File: src/rtl/wb_dbg_pkg.sv
// Shared types and constants for the UART debug bus response path.
// Used by wb_rsp_encoder and wb_rsp_fifo (the FIFO is built only with WB_RSP_FIFO_EN).
package wb_dbg_pkg;

  localparam logic [1:0] RSP_ACK  = 2'b00;
  localparam logic [1:0] RSP_DATA = 2'b01;
  localparam logic [1:0] RSP_ERR  = 2'b10;
  localparam logic [1:0] RSP_RST  = 2'b11;

  localparam logic [7:0] ASCII_K = 8'h4B;
  localparam logic [7:0] ASCII_R = 8'h52;
  localparam logic [7:0] ASCII_E = 8'h45;
  localparam logic [7:0] ASCII_Z = 8'h5A;

  typedef enum logic [2:0] {
    IDLE,
    HDR,
    HEX,
    EOL,
    GAP
  } rsp_state_e;

  typedef struct packed {
    logic [1:0]  code;
    logic [31:0] data;
  } rsp_word_t;

  function automatic logic [7:0] hex_ascii(input logic [3:0] n);
    // 'A' - 10 = 8'h37, so both ranges are a single add
    if (n < 4'd10) begin
      return 8'h30 + {4'h0, n};
    end
    return 8'h37 + {4'h0, n};
  endfunction

  function automatic logic [7:0] hdr_ascii(input logic [1:0] code);
    case (code)
      RSP_ACK:  return ASCII_K;
      RSP_DATA: return ASCII_R;
      RSP_ERR:  return ASCII_E;
      default:  return ASCII_Z;
    endcase
  endfunction

endpackage

File: src/rtl/wb_rsp_fifo.sv
// Synchronous first-word-fall-through FIFO for response words.
// Instantiated by wb_rsp_encoder only when WB_RSP_FIFO_EN is defined.
module wb_rsp_fifo
  import wb_dbg_pkg::*;
#(
  parameter int unsigned DEPTH = 4
) (
  input  logic      i_clk,
  input  logic      i_reset_n,
  input  logic      i_push,
  input  rsp_word_t i_data,
  input  logic      i_pop,
  output rsp_word_t o_data,
  output logic      o_empty,
  output logic      o_full
);

  localparam int unsigned AW = (DEPTH > 1) ? $clog2(DEPTH) : 1;
  localparam int unsigned CW = AW + 1;

  rsp_word_t       mem_q [DEPTH];
  logic [AW-1:0]   wr_q, rd_q;
  logic [CW-1:0]   cnt_q, cnt_d;
  logic            full_q, empty_q;
  logic            push_ok, pop_ok;

  assign pop_ok  = i_pop && !empty_q;
  // A pop frees the slot at the same edge, so a push into a full FIFO is legal then
  assign push_ok = i_push && (!full_q || pop_ok);

  always_comb begin
    cnt_d = cnt_q;
    case ({push_ok, pop_ok})
      2'b10:   cnt_d = cnt_q + CW'(1);
      2'b01:   cnt_d = cnt_q - CW'(1);
      default: cnt_d = cnt_q;
    endcase
  end

  always_ff @(posedge i_clk or negedge i_reset_n) begin
    if (!i_reset_n) begin
      wr_q    <= '0;
      rd_q    <= '0;
      cnt_q   <= '0;
      full_q  <= 1'b0;
      empty_q <= 1'b1;
    end else begin
      if (push_ok) wr_q <= wr_q + AW'(1);
      if (pop_ok)  rd_q <= rd_q + AW'(1);
      cnt_q   <= cnt_d;
      full_q  <= (cnt_d == CW'(DEPTH));
      empty_q <= (cnt_d == '0);
    end
  end

  always_ff @(posedge i_clk) begin
    if (push_ok) mem_q[wr_q] <= i_data;
  end

  assign o_data  = mem_q[rd_q];
  assign o_empty = empty_q;
  assign o_full  = full_q;

endmodule

File: src/rtl/wb_rsp_encoder.sv
// Serialises 34-bit Wishbone response words into ASCII bytes for the UART TX.
// Define WB_RSP_FIFO_EN to buffer accepted words in a FIFO_DEPTH-entry FIFO.
module wb_rsp_encoder
  import wb_dbg_pkg::*;
#(
  parameter int unsigned FIFO_DEPTH = 4,
  parameter logic [7:0]  EOL_CHAR   = 8'h0A
) (
  input  logic        i_clk,
  input  logic        i_reset_n,
  input  logic        i_rsp_stb,
  input  logic [33:0] i_rsp_word,
  output logic        o_rsp_busy,
  output logic [7:0]  o_tx_data,
  output logic        o_tx_stb,
  input  logic        i_tx_busy
);

  rsp_state_e  state_q, state_d;
  rsp_word_t   word_q, word_d;
  logic [3:0]  nib_q, nib_d;
  logic        eol_q, eol_d;
  logic [7:0]  tx_data_q, tx_data_d;
  logic        tx_stb_q, tx_stb_d;
  logic        start;
  rsp_word_t   start_word;
  logic [31:0] hex_shift;

`ifdef WB_RSP_FIFO_EN
  logic      fifo_push, fifo_pop, fifo_empty, fifo_full;
  rsp_word_t fifo_data;

  assign fifo_push  = i_rsp_stb && !fifo_full;
  assign fifo_pop   = (state_q == IDLE) && !fifo_empty;
  assign start      = !fifo_empty;
  assign start_word = fifo_data;
  assign o_rsp_busy = fifo_full;

  wb_rsp_fifo #(
    .DEPTH (FIFO_DEPTH)
  ) u_fifo (
    .i_clk     (i_clk),
    .i_reset_n (i_reset_n),
    .i_push    (fifo_push),
    .i_data    (rsp_word_t'(i_rsp_word)),
    .i_pop     (fifo_pop),
    .o_data    (fifo_data),
    .o_empty   (fifo_empty),
    .o_full    (fifo_full)
  );
`else
  logic busy_q, busy_d;
  logic unused_depth;

  assign unused_depth = ^FIFO_DEPTH;
  assign start        = i_rsp_stb && !busy_q;
  assign start_word   = rsp_word_t'(i_rsp_word);
  assign busy_d       = (state_d != IDLE);
  assign o_rsp_busy   = busy_q;

  always_ff @(posedge i_clk or negedge i_reset_n) begin
    if (!i_reset_n) busy_q <= 1'b0;
    else            busy_q <= busy_d;
  end
`endif

  // Current nibble, MSB first, selected by shifting rather than a variable part-select
  assign hex_shift = word_q.data << {nib_q[2:0], 2'b00};

  always_comb begin
    state_d   = state_q;
    word_d    = word_q;
    nib_d     = nib_q;
    eol_d     = eol_q;
    tx_data_d = tx_data_q;
    tx_stb_d  = 1'b0;
    case (state_q)
      IDLE: begin
        if (start) begin
          word_d  = start_word;
          nib_d   = '0;
          eol_d   = 1'b0;
          state_d = HDR;
        end
      end
      HDR: begin
        if (!i_tx_busy) begin
          tx_data_d = hdr_ascii(word_q.code);
          tx_stb_d  = 1'b1;
          state_d   = GAP;
        end
      end
      HEX: begin
        if (!i_tx_busy) begin
          tx_data_d = hex_ascii(hex_shift[31:28]);
          tx_stb_d  = 1'b1;
          nib_d     = nib_q + 4'd1;
          state_d   = GAP;
        end
      end
      EOL: begin
        if (!i_tx_busy) begin
          tx_data_d = EOL_CHAR;
          tx_stb_d  = 1'b1;
          eol_d     = 1'b1;
          state_d   = GAP;
        end
      end
      GAP: begin
        if ((word_q.code == RSP_DATA) && (nib_q < 4'd8)) state_d = HEX;
        else if (!eol_q)                                 state_d = EOL;
        else                                             state_d = IDLE;
      end
      default: state_d = IDLE;
    endcase
  end

  always_ff @(posedge i_clk or negedge i_reset_n) begin
    if (!i_reset_n) begin
      state_q   <= IDLE;
      word_q    <= '0;
      nib_q     <= '0;
      eol_q     <= 1'b0;
      tx_data_q <= '0;
      tx_stb_q  <= 1'b0;
    end else begin
      state_q   <= state_d;
      word_q    <= word_d;
      nib_q     <= nib_d;
      eol_q     <= eol_d;
      tx_data_q <= tx_data_d;
      tx_stb_q  <= tx_stb_d;
    end
  end

  assign o_tx_data = tx_data_q;
  assign o_tx_stb  = tx_stb_q;

endmodule
File: config.mk
export PLATFORM = sky130hd
export DESIGN_NAME = wb_rsp_encoder
export DESIGN_NICKNAME = d
export VERILOG_FILES = /design/src/rtl/wb_dbg_pkg.sv /design/src/rtl/wb_rsp_fifo.sv /design/src/rtl/wb_rsp_encoder.sv
export SDC_FILE = /design/constraint.sdc
export NUM_CORES = 1
export LEC_CHECK = 0
export ABC_AREA = 1
export CORE_MARGIN = 2
export CORE_UTILIZATION = 59
export CTS_BUF_LIST = sky130_fd_sc_hd__clkbuf_4
export CTS_CLUSTER_DIAMETER = 120
export DETAILED_ROUTE_END_ITERATION = 8
export GPL_TIMING_DRIVEN = 0
export PLACE_DENSITY_LB_ADDON = 0.1
export SLEW_MARGIN = 5
export SYNTH_ARGS = -nofsm -noshare
export SYNTH_HDL_FRONTEND = slang
export SYNTH_SLANG_ARGS = --single-unit
File: constraint.sdc
create_clock -name i_clk -period 2.5 [get_ports i_clk]
set_input_delay 0.5 -clock i_clk [delete_from_list [all_inputs] [get_ports i_clk]]
set_output_delay 0.5 -clock i_clk [all_outputs]
set_load 0.05 [all_outputs]
======== After elaboration in Yosys (flattened, before gate mapping) ========
Index checks and enable logic that the tools add are counted.
cells by class
  $add $sub $neg .......................... 3
  order comparisons ....................... 2
  equality and inequality tests ........... 10
  shift operators ......................... 1
  mux-type cells .......................... 23
  reductions and logical operators ........ 14
operators with widths
  kind                                           count
  two-way mux 8 bit                              5
  << shifter 32 x 5 -> 32 bit                    1
  one-hot mux 8 bit (3 select lines)             1
  one-hot mux 5 bit (3 select lines)             1
  adder 6 x 4 -> 7 bit, first input constant     2
  one-hot mux 3 bit (3 select lines)             1
  < comparator 4 bit, second input constant      2
  two-way mux 4 bit                              2
  != test 2 bit, second input constant           4
  one-hot mux 4 bit (2 select lines)             1
  two-way mux 1 bit                              7
  == test 3 x 2 -> 1 bit, second input constant  2
  two-way mux 3 bit                              2
  AND reduction 3 bit                            2
  nonzero test 3 bit                             2
  adder 4 x 1 -> 4 bit, second input constant    1
  two-way mux 2 bit                              2
  AND reduction 4 bit                            1
  nonzero test 2 bit                             2
  == test 3 x 1 -> 1 bit, second input constant  1
  == test 3 bit, second input constant           1
  logical NOT 3 bit                              1
  OR reduction 3 bit                             1
  == test 2 x 1 -> 1 bit, second input constant  1
  6 further kinds                                7
word-level totals
  register bits ........................... 52
  input bits .............................. 38
  output and inout bits ................... 10
  logic and storage cells ................. 61

======== Logic depth before layout (Yosys ltp) ========
Gate-level depths: netlist of the first run.
  depth in word-level cells ............... 8
  depth in mapped cells ................... 15
  gate-level depth less buffers ........... 13

======== Worst setup path after synthesis of the first run ========
No wires, ideal clock.
  kind .................................... register -> register
  from .................................... register nib_q[0]
  to ...................................... register tx_data_q[2], in the netlist o_tx_data[2]
  setup time .............................. 122 ps
  data arrival time ....................... 1,530 ps
  required time ........................... 2,378 ps
  setup slack ............................. 849 ps
  stages on the path, launching flop included .. 15
  path buffers ............................ 2
  period minus slack after synthesis ...... 1,651 ps
  path through ............................ dfrtp_1 -> buf_6 -> buf_8 -> nor2_1 -> nor2_1 -> o21ai_1 -> nand2_1 -> nand2_1 -> nand2_2 -> inv_1 -> ha_1 -> nand3b_1 -> nand4_1 -> nand2_1 -> a21oi_2
between the ends
  word-level cells in the longest chain between the ends .. 8
  elaborated cells on any way between the ends .. 11
  classes of those cells .................. 2 x add/sub; 1 x order compare; 1 x shift; 7 x mux
ends and longest elaborated chain
  element                               RTL line               source
  start: declaration                    wb_rsp_encoder.sv:21   logic [3:0] nib_q, nib_d;
  start signal: assignment              wb_rsp_encoder.sv:129  nib_q <= nib_d;
  << shifter 32 x 5 -> 32 bit *         wb_rsp_encoder.sv:68   assign hex_shift = word_q.data << {nib_q[2:0], 2'b00};
  < comparator 4 bit                    wb_dbg_pkg.sv:30       if (n < 4'd10) begin
  two-way mux 1 bit                     wb_dbg_pkg.sv:30
  two-way mux 1 bit                     wb_rsp_encoder.sv:94   if (!i_tx_busy) begin
  two-way mux 1 bit                     wb_rsp_encoder.sv:77   case (state_q)
  two-way mux 8 bit *                   wb_dbg_pkg.sv:33       return 8'h37 + {4'h0, n};
  two-way mux 8 bit *                   wb_rsp_encoder.sv:94
  one-hot mux 8 bit (3 select lines) *  wb_rsp_encoder.sv:77
  end signal: assignment                wb_rsp_encoder.sv:131  tx_data_q <= tx_data_d;
  end: declaration                      wb_rsp_encoder.sv:23   logic [7:0] tx_data_q, tx_data_d;
Every way passes the cells marked *; elsewhere a longest branch is shown, timed or not. The select of a mux whose other input is x is not followed.
A chain may end at the register's enable or synchronous reset.

======== Final worst setup path of the first run ========
  from .................................... register tx_data_q[1], in the netlist o_tx_data[1]
  to ...................................... output port o_tx_data[1]
RTL lines
  element           RTL line              source
  end: declaration  wb_rsp_encoder.sv:14  output logic [7:0] o_tx_data,
No word-level cell between the ends.

==> reports/qor.txt, run 1 <==
Status: completed
Compound-Gate Fraction of Synth Area: 10.61%
Synth Flop Type: dfrtp_1
Core ar.: 4384 um^2
Postcts setup bufs: 0
Initial antenna violation count: 0
Largest net degree at the start of global routing: 35
Crit share post-route: 81.91%
Area share of the largest cell type after synthesis: 47.07%
Post-route antenna net violation count: 0
Full die area: 5154 um^2
Worst-Skew Late Latency: 370 ps
Psw: 0.002001 W
Detail Placement HPWL: 4268 um
PortBufs: 46
Layout cell share with drive strength beyond 1: 12.44%
Ys async rst share: 100.0%
Io pins: 48
Vias per Instance: 5.094
Drt wl/cell: 12.89 um
Vias in the first global route: 2,281
Clock period minus worst slack: 2048 ps
Synth top cells by count: nand2_1 (102), dfrtp_1 (51), inv_1 (38)
Worst-path fanout max: 2
Dominant cell type by area after synthesis: dfrtp_1
Adder-Cell Fraction of Synth Area: 3.230%
Global route overflow: 0
Starting Density: 61.84%
FF+latch count, synth: 51
Worst Clk Skew: 7.822 ps
Layout Nets: 439
Drt first pass iters: 4
Post-synth EDFFs: 0
Post-CTS Resized: 0
Register area share after synthesis: 47.07%
Post-Synth Simple-Gate Area: 28.33%
Lkg Pwr: 1.630 nW
Non-filler cells, final: 446
First-pass GRT wire length: 10,160 um
CTS tree: built
Gpl congestion: 0.8582
Fin util: 75.23%
Hold Vio Cnt, Final: 0
Bufs on Longest Clock Path: 2
Final setup violation count: 0
Area grow syn2layout: 21.64%
Drt total wl: 5750 um
Switching Share: 47.76%
H-Tree Depth: 2
Height of the die: 71.79 um
Largest delay share family, worst path: buffers and inverters
Multiplexer share of the synthesized area: 0%
Post-Syn Area per Cell: 7.975 um^2
Main combinational cell family by area after synthesis: simple AND/OR/NAND/NOR gates
Clock network power share: 8.5%
Synth Area in XOR/XNOR: 0%
Final slew viol count: 0
VDD IR-drop max: 585.3 uV
Combinational group share of total power: 58.8%
DRC: 0
Post-CTS Hold Fix Bufs: 0
CP Launch Type: flip-flop
Row cnt: 24
Crit end category: output pin
CTS clock-pin slew for the worst setup and hold paths: 140 ps
Clk root buf: clkbuf_4
Total CTS buffers: 5
DRT iter0 DRCs: 155
CP cell instances: clkdlybuf4s50_1
Hold WC Path Type: input port to asynchronous set/reset pin
Die width: 71.79 um
Pwr Density: 1270 nW/um^2
Most frequent cell after synthesis: nand2_1
Synth Net Count: 385
Yosys Warn Count: 0
Leading post-synthesis cells by cell area: dfrtp_1 (47%), nand2_1 (14%), o21ai_1 (5.9%), inv_1 (5.3%), nor2_1 (4.0%)
Ant diodes: 0
Unrepaired setup endpoints after global routing: no
WP data arrival: 1550 ps
Slowest-stage cell, CP: clkdlybuf4s50_1
CTS Sinks: 51
Post-synth cell types: 31
Fmax: 0.4883 GHz
CP required: 2000 ps
Cell Int Power: 0.002188 W
Via count: 2,272
Slowest stage delay, CP: 800 ps
Fillers: 356
Synth Cell Area: 2711 um^2
Seq pwr share: 32.7%
WP buf/inv: 1
Overall routing resource usage: 25.22%
Dpl cells: 439
Cell count after synthesis: 340
Kind of critical path: flip-flop to output pin
Max-Cap Viols: 0
kinds of logic (layout without fill, tap and decap cells):
family / Yosys count / in the layout
flops: 51 / 51
compound gates: 51 / 51
fa+ha+maj: 7 / 7
buf+inv: 59 / 113
other cells: 1 / 1
simple gates: 171 / 171
metal layers:
layer / track usage (%) / vias to the layer above / part of all wire, %
met5: 0 / - / 0
met1: 34.60 / 1049 / 47
met4: 8.176 / 0 / 1.1
li1: - / 1173 / -
met2: 40.64 / 45 / 48
met3: 4.923 / 5 / 4.4
final timing paths:
path | start | to | slack, ps | cells past startpoint
worst max-delay path | o_tx_data[1]$_DFFE_PN0P_ | o_tx_data[1] | 450 | 1
worst min-delay path | i_reset_n | word_q[18]$_DFFE_PN0P_ | 30 | 1
worst max register to register | nib_q[0]$_DFFE_PN0P_ | o_tx_data[2]$_DFFE_PN0P_ | 580 | 14
worst min register to register | word_q[12]$_DFFE_PN0P_ | word_q[12]$_DFFE_PN0P_ | 500 | 2
max in group asynchronous | i_reset_n | state_q[1]$_DFF_PN0_ | 1950 | 2
min in group i_clk | word_q[12]$_DFFE_PN0P_ | word_q[12]$_DFFE_PN0P_ | 500 | 2
flip-flops by register name, summed over array words and instances (netlist names):
register    cells
o_tx_data       7
o_tx_stb        1
nib_q           4
o_rsp_busy      1
state_q         3
word_q         34
eol_q           1
cell type report:
class / count / area, um^2 / area share, %
plain buffers: 13 / 112.6 / 3.414
clock buffers: 5 / 37.54 / 1.138
clock inverters: 2 / 8.758 / 0.2656
inverters: 46 / 175.2 / 5.311
multi-input cells: 230 / 1147 / 34.79
flip-flops and latches: 51 / 1276 / 38.69
well taps: 52 / 65.06 / 1.973
repair buffers: 47 / 475.5 / 14.42
power by group through the flow:
| stage | Combinational (W) | Sequential [W] | Clock, W |
|---|---|---|---|
| 6_report | 0.00246 | 0.00137 | 0.000354 |
| 5_1_grt | 0.00276 | 0.00141 | 0.000397 |
| 4_1_cts | 0.00247 | 0.00137 | 0.000363 |
| 3_5_place_dp | 0.00245 | 0.00139 | 0 |
| 3_3_place_gp | 0.00237 | 0.00138 | 0 |
| 2_1_floorplan | 0.00162 | 0.00159 | 0 |
per-stage QoR:
step	total power (W)	TNS (ps)	setup WS, ps	hold slack, ps	cell area, um^2
after floorplan	0.003216	0	848.8	204.4	2711
after global placement	0.003745	-24980	-492.9	465.0	3237
after detailed placement	0.003838	0	568.2	457.3	3252
after CTS	0.004201	0	435.4	40.82	3298
after global routing	0.004561	0	393.3	49.97	3298
final	0.004189	0	452.2	34.01	3298
placed cells by master (no fill, tap or decap), types with 3 or more instances in the layout:
master and instances:
nand3_1 21, o21ai_0 3, nand2_2 5, o21ai_1 32
ha_1 7, dfrtp_1 51, buf_6 4, buf_2 4
clkbuf_4 5, nand2_1 102, clkdlybuf4s50_1 45, inv_1 38
a21oi_1 8, buf_4 5, inv_2 7, a21oi_2 3
nor2_1 29, nand2_4 3
(Power assumes the default switching activity.)
==> run 2: changes to the inputs <==
--- a/config.mk
+++ b/config.mk
@@ -7,7 +7,7 @@
 export LEC_CHECK = 0
 export ABC_AREA = 1
 export CORE_MARGIN = 2
-export CORE_UTILIZATION = 59
+export CORE_UTILIZATION = 54
 export CTS_BUF_LIST = sky130_fd_sc_hd__clkbuf_4
 export CTS_CLUSTER_DIAMETER = 120
 export DETAILED_ROUTE_END_ITERATION = 8
==> constraint.sdc (replaced) <==
create_clock -name i_clk -period 2.12 [get_ports i_clk]
set_input_delay 0.424 -clock i_clk [delete_from_list [all_inputs] [get_ports i_clk]]
set_output_delay 0.424 -clock i_clk [all_outputs]
set_load 0.05 [all_outputs]
==> reports/qor.txt, run 2 (synthesis results as in run 1) <==
Status: completed (unchanged)
Bufs on Longest Clock Path: 2 (unchanged)
Worst r2r src: nib_q[0]$_DFFE_PN0P_ (unchanged)
Largest register FFs: 34 (unchanged)
Ant diodes: 0 (unchanged)
Overall routing resource usage: 23.94% (was 25.22%)
Max-Cap Viols: 0 (unchanged)
Slowest stage delay, CP: 800 ps (about the same)
Total CTS buffers: 5 (unchanged)
WP buf/inv: 1 (unchanged)
CTS tree: built (unchanged)
Total Neg Setup Slack: 0 ps (unchanged)
First-pass GRT wire length: 10,130 um (was 10,160 um)
Layout cell share with drive strength beyond 1: 13.07% (was 12.44%)
Starting Density: 56.65% (was 61.84%)
Via count: 2,280 (was 2,272)
Final slew viol count: 0 (unchanged)
Hold WC Path Type: input port to asynchronous set/reset pin (unchanged)
Gpl congestion: 0.7822 (was 0.8582)
Area grow syn2layout: 24.37% (was 21.64%)
Vias in the first global route: 2,267 (was 2,281)
Commonest cells after routing, fill and taps aside: nand2_1 (102), dfrtp_1 (51), clkdlybuf4s50_1 (45) (unchanged)
Pwr Density: 1505 nW/um^2 (was 1270 nW/um^2)
Drt wl/cell: 12.24 um (was 12.89 um)
Hold WS: 471.2 ps (was 34.01 ps)
Layout Nets: 442 (was 439)
Initial antenna violation count: 0 (unchanged)
DRC: 0 (unchanged)
VDD IR-drop max: 715.3 uV (was 585.3 uV)
Setup crit start: o_tx_data[3]$_DFFE_PN0P_ (was o_tx_data[1]$_DFFE_PN0P_)
CTS clock-pin slew for the worst setup and hold paths: 160 ps (was 140 ps)
Worst Clk Skew: 27.64 ps (was 7.822 ps)
Worst-path fanout max: 2 (unchanged)
Most common cell after layout, fill and taps aside: nand2_1 (unchanged)
Die width: 74.86 um (was 71.79 um)
Global route overflow: 0 (unchanged)
Drt first pass iters: 4 (unchanged)
Power consumption: 0.005075 W (was 0.004189 W)
Hold Vio Cnt, Final: 0 (unchanged)
Multi-input logic area: 1147 um^2 (unchanged)
Largest delay share family, worst path: buffers and inverters (unchanged)
Placement Setup Slack: 210.5 ps (was 568.2 ps)
Lkg Pwr: 1.659 nW (was 1.630 nW)
Drt total wl: 5691 um (was 5750 um)
Largest net degree at the start of global routing: 37 (was 35)
Slack of the critical path: 139.7 ps (was 452.2 ps)
Tightest Pin Transition: 497.4 ps
CP cell instances: clkdlybuf4s50_1 (unchanged)
Vias per Instance: 4.903 (was 5.094)
H-Tree Depth: 2 (unchanged)
Fmax: 0.5050 GHz
CTS Sinks: 51 (unchanged)
PortBufs: 46 (unchanged)
Clock period minus worst slack: 1980 ps
Io pins: 48 (unchanged)
Row cnt: 25 (was 24)
Fillers: 418 (was 356)
CP Launch Type: flip-flop (unchanged)
Detail Placement HPWL: 4289 um (was 4268 um)
Reg-to-reg setup timing slack: 160 ps (was 580 ps)
CP required: 1700 ps (was 2000 ps)
Core ar.: 4786 um^2 (was 4384 um^2)
Register bank with the most flops: word_q (unchanged)
Fin util: 70.46% (was 75.23%)
Crit share post-route: 93.41%
Slowest-stage cell, CP: clkdlybuf4s50_1 (unchanged)
Worst-Skew Late Latency: 370 ps (about the same)
DRT iter0 DRCs: 198 (was 155)
Height of the die: 74.86 um (was 71.79 um)
WP data arrival: 1560 ps (was 1550 ps)
FF+latch area: 1276 um^2 (unchanged)
Clk root buf: clkbuf_4 (unchanged)
Crit end category: output pin (unchanged)
Kind of critical path: flip-flop to output pin (unchanged)
Slew HR: 66.73%
Final setup violation count: 0 (unchanged)
Post-route antenna net violation count: 0 (unchanged)
Full die area: 5604 um^2 (was 5154 um^2)
[run 2: cell count changes in the layout (fill, tap and decap cells not counted), sizes merged]
cell	before	now
dlygate4sd3	0	1
bufinv	0	1
buf	15	17
[run 2: per-stage QoR]
stage,cells,cell area (um^2)
3_5_place_dp,454,3271
6_report,465,3372
3_3_place_gp,453,3256
5_1_grt,465,3372
2_1_floorplan,340,2711
4_1_cts,463,3357
[run 2: repair_timing]
item / 4_1_cts / 5_1_grt
setup buffers: 0 / 2
gates resized for setup: 0 / 0
hold endpoints to repair: 15 / 0
endpoints found under the setup margin: 0 / 1
hold buffers: 1 / 0
[run 2: where the power goes]
| group | switching, W | internal, W |
|---|---|---|
| clock network | 0.000295 | 0.000243 |
| registers | 0.000196 | 0.00141 |
| logic | 0.00186 | 0.00107 |
| total | 0.00235 | 0.00273 |
[run 2: worst paths after layout]
| path | end | depth (start not counted) |
|---|---|---|
| setup / recovery | o_tx_data[3] | 1 |
| hold / removal | o_tx_data[0]$_DFFE_PN0P_ | 2 |
| setup reg to reg | o_tx_data[2]$_DFFE_PN0P_ | 13 |
| hold reg to reg | word_q[24]$_DFFE_PN0P_ | 2 |
| max in group asynchronous | state_q[1]$_DFF_PN0_ | 3 |
| min in group i_clk | word_q[24]$_DFFE_PN0P_ | 2 |
[run 2: routing by layer]
metal / vias to the layer above / global-route usage [%] / share of wire [%]
li1: 1168 / - / -
met4: 0 / 5.952 / 1.1
met3: 8 / 4.552 / 4.3
met1: 1047 / 32.87 / 46
met5: - / 0 / 0
met2: 57 / 39.38 / 49
[run 2: final cells by class]
type | count | area share (%)
multi-input combinational | 230 | 34.03
tap | 67 | 2.486
clock buffer | 5 | 1.113
buffer | 13 | 3.340
timing repair buffer | 50 | 14.84
sequential | 51 | 37.85
inverter | 46 | 5.195
clock inverter | 3 | 1.150
==> run 3: changes to the inputs <==
--- a/config.mk
+++ b/config.mk
@@ -6,10 +6,10 @@
 export NUM_CORES = 1
 export LEC_CHECK = 0
 export ABC_AREA = 1
-export CORE_MARGIN = 2
 export CORE_UTILIZATION = 54
 export CTS_BUF_LIST = sky130_fd_sc_hd__clkbuf_4
 export CTS_CLUSTER_DIAMETER = 120
+export CTS_CLUSTER_SIZE = 20
 export DETAILED_ROUTE_END_ITERATION = 8
 export GPL_TIMING_DRIVEN = 0
 export PLACE_DENSITY_LB_ADDON = 0.1
==> reports/qor.txt, run 3 (synthesis results as in run 1) <==
CTS clock-pin slew for the worst setup and hold paths: 140 ps (was 160 ps)
Hold Vio Cnt, Final: 0 (unchanged)
Slew HR: 66.79% (was 66.73%)
CP cell instances: clkdlybuf4s50_1 (unchanged)
CP required: 1700 ps (about the same)
Drt wl/cell: 12.23 um (was 12.24 um)
Unrepaired setup endpoints after global routing: no
Max-Cap Viols: 0 (unchanged)
Area post-placement: 3271 um^2 (unchanged)
Fillers: 428 (was 418)
Lkg Pwr: 1.650 nW (was 1.659 nW)
Vias in the first global route: 2,165 (was 2,267)
Register bank with the most flops: word_q (unchanged)
Bufs on Longest Clock Path: 2 (unchanged)
Total Neg Setup Slack: 0 ps (unchanged)
Non-filler cells, final: 465 (unchanged)
Critical path depth in cells: 1 (unchanged)
Worst Clk Skew: 14.64 ps (was 27.64 ps)
Final setup violation count: 0 (unchanged)
VDD IR-drop max: 807.9 uV (was 715.3 uV)
H-Tree Depth: 2 (unchanged)
Largest net degree at the start of global routing: 37 (unchanged)
WP data arrival: 1540 ps (was 1560 ps)
Detail Placement HPWL: 4185 um (was 4289 um)
Layout Nets: 443 (was 442)
Height of the die: 72.86 um (was 74.86 um)
FF-to-FF End: o_tx_data[2]$_DFFE_PN0P_ (unchanged)
Status: completed (unchanged)
Hold WC Path Type: input port to asynchronous set/reset pin (unchanged)
Clk root buf: clkbuf_4 (unchanged)
Initial antenna violation count: 0 (unchanged)
DRC: 0 (unchanged)
Clock period minus worst slack: 1967 ps (was 1980 ps)
Worst r2r src: nib_q[0]$_DFFE_PN0P_ (unchanged)
Worst-Skew Late Latency: 370 ps (about the same)
Overall routing resource usage: 25.42% (was 23.94%)
CP Launch Type: flip-flop (unchanged)
Largest register FFs: 34 (unchanged)
FF+latch area: 1276 um^2 (unchanged)
Crit share post-route: 92.78% (was 93.41%)
Global route overflow: 0 (unchanged)
Hold WS: 471.1 ps (was 471.2 ps)
Tightest Pin Transition: 496.7 ps (was 497.4 ps)
Worst Setup EP: o_tx_data[1] (was o_tx_data[3])
Gpl congestion: 0.7788 (was 0.7822)
Commonest cells after routing, fill and taps aside: nand2_1 (102), dfrtp_1 (51), clkdlybuf4s50_1 (45) (unchanged)
Total CTS buffers: 5 (unchanged)
Final slew viol count: 0 (unchanged)
Crit end category: output pin (unchanged)
Post-route antenna net violation count: 0 (unchanged)
Starting Density: 56.65% (unchanged)
DRT iter0 DRCs: 169 (was 198)
Post-Layout Inst Area: 3357 um^2 (was 3372 um^2)
Multi-input logic area: 1155 um^2 (was 1147 um^2)
R2R cell count: 13 (unchanged)
Pwr Density: 1487 nW/um^2 (was 1505 nW/um^2)
Die width: 72.86 um (was 74.86 um)
Area grow syn2layout: 23.81% (was 24.37%)
Largest delay share family, worst path: buffers and inverters (unchanged)
Io pins: 48 (unchanged)
CTS tree: built (unchanged)
Most common cell after layout, fill and taps aside: nand2_1 (unchanged)
Core ar.: 4786 um^2 (unchanged)
Drt first pass iters: 4 (unchanged)
Vias per Instance: 4.910 (was 4.903)
Row cnt: 25 (unchanged)
Reg-to-reg setup timing slack: 180 ps (was 160 ps)
Full die area: 5309 um^2 (was 5604 um^2)
First-pass GRT wire length: 10,240 um (was 10,130 um)
Dpl cells: 454 (unchanged)
Worst-path fanout max: 2 (unchanged)
Fin util: 70.14% (was 70.46%)
Setup crit start: o_tx_data[1]$_DFFE_PN0P_ (was o_tx_data[3]$_DFFE_PN0P_)
WP buf/inv: 1 (unchanged)
Via count: 2,283 (was 2,280)
Layout cell share with drive strength beyond 1: 13.57% (was 13.07%)
Fmax: 0.5084 GHz (was 0.5050 GHz)
Slowest-stage cell, CP: clkdlybuf4s50_1 (unchanged)
Ant diodes: 0 (unchanged)
Drt total wl: 5686 um (was 5691 um)
Slowest stage delay, CP: 800 ps (about the same)
Kind of critical path: flip-flop to output pin (unchanged)
PortBufs: 46 (unchanged)
CTS Sinks: 51 (unchanged)
-- run 3: layout make-up --
cell class              count  share of cell area [%]
repair buffers             51                   15.13
clock buffers               5                   1.118
plain buffers              13                   3.354
flip-flops and latches     51                   38.02
inverters                  46                   5.218
clock inverters             2                  0.2609
well taps                  67                   2.497
multi-input cells         230                   34.40
-- run 3: worst min path at each step --
stage	to	cells after the start	slack (ps)	startpoint
2_1_floorplan	eol_q$_DFFE_PN0P_	0	130	i_reset_n
3_3_place_gp	word_q[20]$_DFFE_PN0P_	2	460	word_q[20]$_DFFE_PN0P_
3_5_place_dp	word_q[18]$_DFFE_PN0P_	1	360	i_reset_n
4_1_cts	word_q[6]$_DFFE_PN0P_	2	470	i_reset_n
5_1_grt	word_q[2]$_DFFE_PN0P_	2	500	i_reset_n
6_report	word_q[18]$_DFFE_PN0P_	2	470	i_reset_n
-- run 3: what timing repair did --
action                                  CTS  global route
setup buffers                             0             3
hold buffers                              1             0
endpoints found under the setup margin    0             3
hold endpoints to repair                 15             0
gates resized for setup                   0             2
-- run 3: power by group --
part | internal [W] | switching [W]
registers | 0.00141 | 0.000197
logic | 0.00109 | 0.00188
clock network | 0.000118 | 0.000295
-- run 3: metal layers --
| metal | up-vias | wire length [um] | track usage, % |
|---|---|---|---|
| li1 | 1168 | - | - |
| met1 | 1058 | 2611 | 35.28 |
| met2 | 51 | 2741 | 41.23 |
| met3 | 6 | 267 | 4.558 |
| met4 | 0 | 66 | 6.754 |
| met5 | - | 0 | 0 |
-- run 3: per-stage QoR --
| stage | total power, W | worst slack, ps |
|---|---|---|
| after floorplan | 0.003792 | 468.8 |
| after global placement | 0.004445 | -865.4 |
| after detailed placement | 0.004529 | 194.0 |
| after CTS | 0.004950 | 124.2 |
| after global routing | 0.005483 | 38.86 |
| final | 0.004991 | 153.0 |
==> edit 1, RTL diff (settings of run 2) <==
The 5 states of `rsp_state_e` get a one-hot encoding in 5 bits.
--- a/src/rtl/wb_dbg_pkg.sv
+++ b/src/rtl/wb_dbg_pkg.sv
@@ -12,12 +12,12 @@
   localparam logic [7:0] ASCII_E = 8'h45;
   localparam logic [7:0] ASCII_Z = 8'h5A;
 
-  typedef enum logic [2:0] {
-    IDLE,
-    HDR,
-    HEX,
-    EOL,
-    GAP
+  typedef enum logic [4:0] {
+    IDLE = 5'b00001,
+    HDR  = 5'b00010,
+    HEX  = 5'b00100,
+    EOL  = 5'b01000,
+    GAP  = 5'b10000
   } rsp_state_e;
 
   typedef struct packed {
Behaviour: no difference found for any inputs over 10 cycles, from zero or initial values and one cycle with i_reset_n low; not proved beyond that.
==> edit 1 against run 2 <==
Wire length up 6.7%. Area after synthesis grew 5.5%. Sequential cell count grew 2. Global-route usage is 1.2 points lower. Maximum frequency shrank 0.84%. Synthesized cell count shrank 1.2%. First-iteration DRC count is 38% lower. Cell area is 4.9% higher. Setup slack worse by 0.017 ns. Clock power is 31% higher. Total power fell by 13%. Critical endpoint is now o_tx_data[1].
==> edit 1: results <==
clock_network:
  cts_buffers: 5
  clock_insertion_delay_worst_skew_ns: 0.39
  cts_resized: 0
  cts_htree_levels: 2
  postCtsSetupBuffers: 0
synth:
  synth_cell_types: 36
  synth.area.top_cells: "dfrtp_1 (45%), nand2_1 (7.7%), nor2_1 (6.4%)"
  seq_area_frac_synth: 0.464
  synthFlopType: "dfrtp_1"
  synthTopCellsByCount: "nand2_1 (59), dfrtp_1 (52), nor2_1 (49), inv_1 (47), nand3_1 (23)"
  syn_nets: 381
global_routing:
  grt_usage: 0.228
  grt_use_met2: 0.384
  met3_usage: 0.0353
  grt_pass1_wl_um: 10800
  use_met1: 0.296
  grt_pass1_vias: 2325
  grt_max_degree: 29
route:
  drt-total-wl_um: 6070
  drt_pass1_iterations: 4
  routed_via_density: 5.00
  drt-met1-wl_um: 2590
  maxUsedRoutingLayer: "met4"
  wl_met3_um: 264
  wl_met2_um: 3120
  drt_iter0_drc: 122
setup_path:
  crit_fanout: 2
  ff2ff_setup_slack_ns: 0.21
  r2r_cells: 15
  r2r-end: "o_tx_data[4]"
  cp_top_family: "buffers and inverters"
  max_stage_delay_ns: 0.81
  cp_slowest_cell: "clkdlybuf4s50_1"
min_path:
  worstHoldPathType: "in2async"
power:
  power_frac_seq: 0.360
  comb_power_w: 0.00212
  leakage_nw: 1.80
  irDropWorstVdd_uv: 677
  switching_share: 0.405
final_layout:
  drive_gt1_frac: 0.166
  nets: 435
place:
  hpwl_um: 4470
  gp_congestion: 0.835
  place_area_um2: 3420
outcome:
  outcome: "finished, final reports clean"
sta:
  slew_headroom: 0.597
  finClkSkew_ns: 0.0134
  hold_ws_ns: 0.0229
==> edit 1: changes by cell type in the layout (fill, tap and decap cells not counted), sizes merged, moves of 2 or more <==
cell,delta
inv,+8
a21oi,+21
bufinv,+2
nor2,+19
buf,-3
nand2,-45
mux2,+6
o21ai,-22
xor2,+2
nand4,+2
==> edit 1: worst max-delay path by stage <==
stage	startpoint	end	slack, ns	cells past startpoint
floorplan	nib_q[0]	o_tx_data[4]	0.46	15
global placement	i_reset_n	word_q[8]	-0.95	1
detailed placement	nib_q[0]	o_tx_data[4]	0.22	15
CTS	o_tx_data[1]	o_tx_data[1]	0.1	1
global route	nib_q[0]	o_tx_data[2]	0.02	17
finish	o_tx_data[1]	o_tx_data[1]	0.12	1
==> edit 1: through the flow <==
step                      power, W  setup slack, ns  instances
final                      0.00442            0.123        461
after floorplan            0.00318            0.456        336
after detailed placement   0.00373            0.217        453
after global placement     0.00365           -0.946        452
after global routing       0.00479           0.0179        461
after CTS                  0.00445           0.0977        461
==> edit 1: layout make-up <==
type / instances / area (µm²)
plain buffers: 13 / 110
clock buffers: 5 / 37.5
clock inverters: 3 / 68.8
fillers: 460 / 1570
inverters: 55 / 233
multi-input cells: 215 / 1200
flip-flops and latches: 53 / 1330
well taps: 70 / 87.6
repair buffers: 47 / 475
==> edit 1: logic make-up after synthesis <==
| logic type | Yosys count | synth area share |
|---|---|---|
| XOR/XNOR | 2 | 0.00612 |
| AO/OA/AOI/OAI | 50 | 0.114 |
| flip-flops | 53 | 0.464 |
| multiplexers | 6 | 0.0315 |
| buffers and inverters | 68 | 0.119 |
| AND/OR/NAND/NOR | 149 | 0.233 |
| other | 1 | 0.00131 |
| adder cells (fa/ha/maj) | 7 | 0.0306 |
==> edit 2, RTL diff (flow settings as in run 2) <==
Made on the original files. Change the parameter `EOL_CHAR` from 8'h0A to 8'h07.
--- a/src/rtl/wb_rsp_encoder.sv
+++ b/src/rtl/wb_rsp_encoder.sv
@@ -4,7 +4,7 @@
   import wb_dbg_pkg::*;
 #(
   parameter int unsigned FIFO_DEPTH = 4,
-  parameter logic [7:0]  EOL_CHAR   = 8'h0A
+  parameter logic [7:0]  EOL_CHAR   = 8'h07
 ) (
   input  logic        i_clk,
   input  logic        i_reset_n,
Function: changed (a bounded check fails within 10 cycles, from zero or initial values and one cycle with i_reset_n low).
==> edit 2 against run 2 <==
Total power fell by 2.1%. Wire length shrank 3.3%. Synthesized cell count unchanged. Cell area decreased by 3.5%. Clock power shrank 22%. Area after synthesis decreased by 2.3%. Combinational power is essentially flat. Die area is 2.2% lower. Via count is 1.3% lower. Setup slack better by 0.012 ns. Sequential cell count did not move. Critical endpoint is now o_tx_data[6]. Largest cell class unchanged. Largest power group unchanged.
==> edit 2: results <==
setup_path:
  reg2reg_from: "nib_q[1]"
  worst_ep_arrival_time_ns: 1.54
  r2r_cells: 13
  ff2ff_setup_slack_ns: 0.24
  max_stage_delay_ns: 0.81
power:
  irDropWorstVdd_uv: 646
  leakage_nw: 1.60
final_layout:
  nets: 439
  drive_gt1_frac: 0.112
  diodes: 0
  largest_reg_flops: 34
  n_fill_cell: 420
synth:
  postSynth.asyncResetShare: 1.00
  seq_area_frac_synth: 0.482
  synth.area.top_cells: "dfrtp_1 (48%), nand2_1 (15%), o21ai_1 (6.4%)"
  synth-compound-area-share: 0.103
  synthTopCellsByCount: "nand2_1 (107), dfrtp_1 (51), inv_1 (37), o21ai_1 (34), nor2_1 (31)"
  ys_warn_count: 0
  synth_cell_types: 30
  synth_xor_area_frac: 0
  synth_fa_ha_area_frac: 0.0331
route:
  vias: 2250
  drt_iter0_drc: 102
  post_drt_wl_per_cell_um: 12.0
clock_network:
  cts_resized: 0
  cts.clk_slew.worst_paths_ns: 0.14
place:
  gp_congestion: 0.823
  preCtsSetupSlack_ns: 0.303
  hpwl_um: 4040
global_routing:
  grt_pass1_wl_um: 9570
  grt_pass1_vias: 2164
  grt_usage: 0.227
  grt_max_degree: 30
sta:
  finClkSkew_ns: 0.0112
  worst_slew_pin_slew_ns: 0.543
outcome:
  outcome: "finished, final reports clean"
edit 2: final cells by class:
class	count	area, µm²	area share
buffer	13	95.1	0.0292
clock buffer	6	45.0	0.0138
inverter	46	175	0.0538
multi-input combinational	230	1100	0.339
sequential	51	1280	0.392
tap	67	83.8	0.0258
timing repair buffer	47	475	0.146
edit 2: worst max path at each step:
stage            startpoint           end  slack (ns)
2_1_floorplan      nib_q[0]  o_tx_data[2]        0.49
3_3_place_gp      i_reset_n    o_rsp_busy       -0.89
3_5_place_dp       nib_q[0]  o_tx_data[2]        0.30
4_1_cts        o_tx_data[5]  o_tx_data[5]        0.13
5_1_grt            nib_q[0]  o_tx_data[2]        0.03
6_report       o_tx_data[6]  o_tx_data[6]        0.15
edit 2: logic make-up (layout without fill, tap and decap cells):
kind of cell | count (synthesis) | in the layout
other cells | 1 | 1
simple gates | 174 | 174
flops | 51 | 51
buf+inv | 59 | 112
fa+ha+maj | 7 | 7
compound gates | 48 | 48
edit 2: per-layer routing:
metal  track usage  vias to the layer above  wire, µm
met3        0.0298                        6       251
met1         0.317                     1036      2680
met4        0.0869                        0        70
li1              -                     1161         -
met5             0                        -         0
met2         0.361                       47      2500
edit 2: power by group:
group | total (W) | internal, W | switching [W]
combinational | 0.00293 | 0.00106 | 0.00187
sequential | 0.00162 | 0.00142 | 0.000202
clock | 0.000420 | 0.000132 | 0.000289
total | 0.00497 | 0.00261 | 0.00236
edit 2: stage by stage:
| stage | hold WS [ns] | instance area (µm²) | std cells |
|---|---|---|---|
| after floorplan | 0.128 | 2650 | 340 |
| after global placement | 0.464 | 3190 | 453 |
| after detailed placement | 0.442 | 3210 | 454 |
| after CTS | 0.0393 | 3250 | 460 |
| after global routing | 0.0431 | 3250 | 460 |
| final | 0.0125 | 3250 | 460 |
